<file path="config.mk">
export PLATFORM = sky130hd
export DESIGN_NAME = flu_ctrl_sequencer
export DESIGN_NICKNAME = d
export VERILOG_FILES = /design/src/rtl/flu_ctrl_sequencer.sv
export SDC_FILE = /design/constraint.sdc
export NUM_CORES = 1
export LEC_CHECK = 0
export CORE_ASPECT_RATIO = 1.4
export CORE_UTILIZATION = 59
export DETAILED_ROUTE_END_ITERATION = 10
export MAX_ROUTING_LAYER = met4
export PLACE_DENSITY = 0.82
export SYNTH_ARGS = -nofsm -noshare
export SYNTH_HDL_FRONTEND = slang
export SYNTH_SLANG_ARGS = --single-unit
</file>
<file path="constraint.sdc">
create_clock -name clock -period 9.85 [get_ports clock]
set_input_delay 1.4775 -clock clock [delete_from_list [all_inputs] [get_ports clock]]
set_output_delay 1.4775 -clock clock [all_outputs]
set_load 0.1 [all_outputs]
</file>
<file path="src/rtl/flu_ctrl_sequencer.sv">
// Issue stage for the FLU controller: replays a host-loaded program of control words,
// holding each for HOLD_CYCLES clocks and capturing the controller's output per word.
module flu_ctrl_sequencer #(
  parameter int unsigned DEPTH       = 16,
  parameter int unsigned AW          = 4,
  parameter int unsigned HOLD_CYCLES = 10
) (
  input  logic          clock,
  input  logic          reset_n,
  input  logic          wr_en,
  input  logic [AW-1:0] wr_addr,
  input  logic [31:0]   wr_data,
  input  logic [AW:0]   prog_len,
  input  logic          start,
  input  logic          abort,
  input  logic [31:0]   result_in,
  output logic [31:0]   control,
  output logic          busy,
  output logic [AW-1:0] issue_idx,
  output logic          result_valid,
  output logic [31:0]   result,
  output logic          done
);

  localparam int unsigned CW = (HOLD_CYCLES > 1) ? $clog2(HOLD_CYCLES) : 1;
  localparam logic [CW-1:0] CntLoad = CW'(HOLD_CYCLES - 1);
  localparam logic [AW:0] DepthLen = (AW + 1)'(DEPTH);

  typedef enum logic [0:0] {StIdle, StRun} state_e;

  state_e          state;
  logic [CW-1:0]   cnt;
  logic [AW:0]     len;
  logic [31:0]     mem [DEPTH];

  logic [AW:0]     start_len;
  logic [AW-1:0]   next_idx;
  logic            last_word;

  assign start_len = (prog_len > DepthLen) ? DepthLen : prog_len;
  assign next_idx  = issue_idx + AW'(1);
  assign last_word = ({1'b0, issue_idx} == (len - (AW + 1)'(1)));

  // Program memory is deliberately not reset; writes are locked out while a run is active
  // so a run always sees the program as it was at start.
  always_ff @(posedge clock) begin
    if (wr_en && !busy) begin
      mem[wr_addr] <= wr_data;
    end
  end

  always_ff @(posedge clock or negedge reset_n) begin
    if (!reset_n) begin
      state        <= StIdle;
      control      <= '0;
      busy         <= 1'b0;
      issue_idx    <= '0;
      result_valid <= 1'b0;
      result       <= '0;
      done         <= 1'b0;
      cnt          <= '0;
      len          <= '0;
    end else begin
      result_valid <= 1'b0;
      done         <= 1'b0;
      unique case (state)
        StIdle: begin
          if (start) begin
            if (start_len == '0) begin
              done <= 1'b1;
            end else begin
              control   <= mem[0];
              issue_idx <= '0;
              cnt       <= CntLoad;
              busy      <= 1'b1;
              len       <= start_len;
              state     <= StRun;
            end
          end
        end
        StRun: begin
          // Abort wins over a coincident capture edge: nothing is reported for the cut word.
          if (abort) begin
            control   <= '0;
            busy      <= 1'b0;
            issue_idx <= '0;
            cnt       <= '0;
            state     <= StIdle;
          end else if (cnt != '0) begin
            cnt <= cnt - CW'(1);
          end else begin
            result       <= result_in;
            result_valid <= 1'b1;
            if (last_word) begin
              busy  <= 1'b0;
              done  <= 1'b1;
              state <= StIdle;
            end else begin
              issue_idx <= next_idx;
              control   <= mem[next_idx];
              cnt       <= CntLoad;
            end
          end
        end
        default: state <= StIdle;
      endcase
    end
  end

endmodule

</file>
; ---- Yosys cells after proc, flatten, opt, wreduce, memory -nomap -nowiden
; Memories as Yosys holds them, arrays and structs flattened.
; Index checks and enable logic that the tools add are counted.
[classes]
bitwise = 4
muxes = 42
n_eq_ne = 7
div_mod_pow = 0
reduce_logical = 9
multipliers = 0
shifts = 0
n_addsub = 3
n_lt_le_gt_ge = 1
[ops]
columns = operator, count
row1 = two-way mux 32 bit, 5
row2 = one-hot mux 32 bit (2 select lines), 1
row3 = two-way mux 4 bit, 10
row4 = two-way mux 1 bit, 20
row5 = one-hot mux 4 bit (2 select lines), 2
row6 = AND reduction 3 bit, 3
row7 = AND reduction 4 bit, 2
row8 = "!= test 3 bit, second input constant", 2
row9 = one-hot mux 1 bit (2 select lines), 3
row10 = == test 4 x 5 -> 1 bit, 1
row11 = "> comparator 5 bit, second input constant", 1
row12 = zero test 5 bit, 1
row13 = two-way mux 5 bit, 1
row14 = "subtractor 5 x 1 -> 5 bit, second input constant", 1
row15 = "adder 4 x 1 -> 4 bit, second input constant", 1
row16 = "!= test 2 bit, second input constant", 2
row17 = "!= test 4 x 3 -> 1 bit, second input constant", 1
row18 = NOT 1 bit, 4
row19 = nonzero test 4 bit, 1
row20 = "subtractor 4 x 1 -> 4 bit, second input constant", 1
row21 = "!= test 3 x 2 -> 1 bit, second input constant", 1
row22 = logical AND 1 bit, 1
row23 = zero test 1 bit, 1
[word_totals]
output_inout_bits = 71
inputBits = 78
word_cells = 76
mem_bits_ro = 0
n_memories = 1
mem_bits_rw = 512
latchBits = 0
reg_bits = 81
[mem_list]
columns = name, words, width, rd, rd_clocked_by_memory_dff, wr, line
row1 = mem, 16, 32, 2, 0, 1, 34  ; logic [31:0] mem [DEPTH];

; ---- Logic depth before layout (Yosys ltp)
[depth]
ltp_word = 6
mapped_depth = 8
mapped_depth_nobuf = 7

; ---- Worst setup path after synthesis
; OpenSTA, ideal clock, no wires.
[synth_path]
path_kind = in2reg
from = input port wr_addr[3]
to = memory mem[0][0] (enable)
t_required_ns = 9.389
slack_ns = 5.271
setup_time_ns = 0.461
path_stages = 2
path_buffers = 0
arrival_ns = 4.118
path_cell_list = or3_1 > nor3_1
[synth_lines]
columns = item, line
row1 = "start, declared", 11  ; input logic [AW-1:0] wr_addr,
row2 = "end, declared", 34
; No word-level cell before the write port.

; ---- Worst setup path in the final report
[layout_path]
from = register issue_idx[0]
to = output port issue_idx[0]
[layout_lines]
columns = item, line
row1 = "start, declared", 19  ; output logic [AW-1:0] issue_idx,
row2 = "start signal, assigned", 99  ; issue_idx <= next_idx;
; No word-level cell between the ends.

==> metrics <==
post-synth design cell area approximately 24000 um^2; CTS H-tree depth 2; ys async rst share 13.7%; Hold Path Class flip-flop to flip-flop; Post-synth EDFFs 512; Distinct cells, synth 58; Worst Path Arrival about 2700 ps; Tot Pwr between 0.006 and 0.007 W; grt ovf 0; post-synth top area share about two thirds; antenna violations before repair 1; mean post-synth cell area 19.6 um^2; clk root buf clkbuf_16; minimum clock period roughly 4100 ps; Seq/Total Area, Yosys 73.2%; total clock sinks about 600; final worst-path cycle share a little over two fifths; largest net degree at the start of global routing 114; CTS tree done; Rows 86; Max Clock Skew ~16 ps; CTS Buf Count just over 50; Core Footprint roughly 40000 um^2; Vias per Instance roughly 6.6; critical path, cell by cell clkdlybuf4s50_1; Setup crit start kind flip-flop; post-synth net total 1291; total number of vias between 10000 and 15000; CP top delay family buffers and inverters; hpwl dp 28900 um; Max IR drop VDD ~0.00015 V; DIE AREA just over 40000 um^2; drt initial violations 1395; Power Density 252 nW/um^2; post-route setup TNS 0 ps; slowest stage delay, CP around 1300 ps; hold_buf cts 0; Max clock buf depth 3; post_cts resized 0; GP Congestion 0.793; clk slew on worst S/H paths roughly 60 ps; fraction of layout cells with a size suffix above 1 22.4%; vias in the first global route approximately 14000; Initial Util 60.2%; Buf+Inv Stages, Crit Path 1; Setup-failing EPs final 0; CP Data Required Time between 8000 and 9000 ps; Setup Buffers After CTS 0; die width 172 um; max-cap violations 0; leakage power about 8.9 nW; Slew Viols, Final 0; Final Core Density between 60% and 70%; Crit. End Element output port; port bufs 148; die height about 240 um; Worst slew margin around 18%; synthesis-stage register bit count 593; Residual DRC 0; critical path type flip-flop to output port; Yosys Warn Count 0; ranking of synthesized cells by area edfxtp_1 (65%), mux4_2 (12%), dfrtp_1 (8.5%); status completed; drt first pass iters 5; cell count after synthesis 1211; ys flop type edfxtp_1; Skew-Pair Late Insertion Delay a little under 600 ps; total I/O pin count roughly 150; Crit Path Max Fanout 26; Max Clk Rate around 0.24 GHz; Hold Vio Cnt, Final 0; r2r setup slk a little under 6000 ps; nets about 1400; GRT Total Usage around 29%; DR WL/cell approximately 29 um; dominant cell type by area after synthesis edfxtp_1; RSZ-0062 raised after global routing no; first-pass GRT wire length between 80000 and 90000 um; Slew @ Worst Pin ~1200 ps; Layout area overhead 15.8%; worst-path cell with the longest stage delay clkdlybuf4s50_1; Antenna Nets Post-Route 0; final WL about 55000 um
cells in the final DEF (no fill, tap or decap), types with 4 or more instances in the layout:
| master | n |
|---|---|
| o41ai_2 | 22 |
| nor2b_1 | 33 |
| clkinv_2 | 9 |
| dfrtp_1 | 80 |
| a2bb2oi_1 | 31 |
| edfxtp_1 | 512 |
| clkbuf_1 | 19 |
| buf_4 | 27 |
| nor2_1 | 7 |
| clkinv_1 | 6 |
| clkbuf_16 | 53 |
| mux4_2 | 128 |
| inv_1 | 37 |
| nand3_1 | 4 |
| a21oi_1 | 34 |
| clkbuf_8 | 4 |
| clkdlybuf4s50_1 | 147 |
| o32ai_1 | 32 |
| nand2_1 | 17 |
| a21boi_0 | 62 |
| nand2b_1 | 10 |
| nor3_2 | 5 |
| nor2_4 | 13 |
| o41ai_1 | 10 |
| mux2_2 | 33 |
| o21ai_0 | 13 |
path summary, 6_finish.rpt:
kind / from / end / cells after the start
min in group asynchronous: reset_n / control[21]$_DFFE_PN0P_ / 1
max in group asynchronous: reset_n / issue_idx[0]$_DFFE_PN0P_ / 2
hold / removal: result[9]$_DFFE_PN0P_ / result[9]$_DFFE_PN0P_ / 1
setup reg to reg: issue_idx[0]$_DFFE_PN0P_ / control[3]$_DFFE_PN0P_ / 6
hold reg to reg: result[9]$_DFFE_PN0P_ / result[9]$_DFFE_PN0P_ / 1
setup / recovery: issue_idx[0]$_DFFE_PN0P_ / issue_idx[0] / 1
per-stage QoR:
step                cell area, um^2  setup slack, ps  hold WS, ps  std cells
finish                        27500             5710          503       1932
global route                  27500             5610          513       1932
CTS                           27500             5650          505       1931
detailed placement            25900             5480          491       1838
global placement              25900             5580          485       1838
floorplan                     23800             5270          492       1211
logic make-up (layout without fill, tap and decap cells):
kind of cell    count (synthesis)  after routing  synth area share [%]
other cells                     0              1                     0
simple gates                  111            111                  2.64
xor+xnor                        6              6                 0.342
compound gates                224            224                  7.83
mux                           161            161                  13.7
flops                         593            593                  73.2
buf+inv                       114            306                  2.21
fa+ha+maj                       2              2                 0.105
cells in the mapped netlist, types with 2 or more instances:
master / n
nand3_1: 4
buf_4: 5
buf_1: 3
or4_1: 3
mux4_2: 128
buf_2: 20
o21a_1: 2
o32ai_1: 32
o21ai_0: 13
or2_2: 2
nand2b_1: 10
dfrtp_1: 81
o41ai_2: 22
mux2_2: 33
inv_1: 37
edfxtp_1: 512
a2bb2oi_1: 31
buf_6: 7
xor2_1: 2
clkbuf_1: 41
nor3_1: 7
nand2_1: 17
o21ai_1: 4
a21oi_1: 34
o41ai_1: 10
a22o_1: 2
a21boi_0: 62
nor2b_1: 34
nor2_1: 20
ha_1: 2
or3_1: 3
nand4_1: 2
metal layers:
| layer | track usage [%] | vias to the layer above | wire (um) |
|---|---|---|---|
| li1 | - | 5261 | - |
| met3 | 5.88 | 156 | 6040 |
| met4 | 12.4 | 0 | 2150 |
| met2 | 46.4 | 869 | 28100 |
| met1 | 35.5 | 6537 | 19100 |
| met5 | - | - | 0 |
final cells by class:
| class | count | area, um^2 |
|---|---|---|
| diodes | 1 | 2.50 |
| fillers | 2352 | 12000 |
| repair buffers | 175 | 1690 |
| flip-flops and latches | 593 | 17400 |
| multi-input cells | 504 | 6030 |
| clock inverters | 17 | 133 |
| clock buffers | 76 | 1450 |
| inverters | 38 | 143 |
| well taps | 528 | 661 |
sequential cells by signal (all words and copies together), names as in the netlist:
signal / flops
state: 1
result_valid: 1
cnt: 4
result: 32
busy: 1
mem: 512
done: 1
len: 5
control: 32
issue_idx: 4
power by group:
part	internal (W)	switching [W]
Clock	0.00107	0.000856
Combinational	0.000640	0.00137
Sequential	0.00288	0.000113
(Power assumes the default switching activity.)
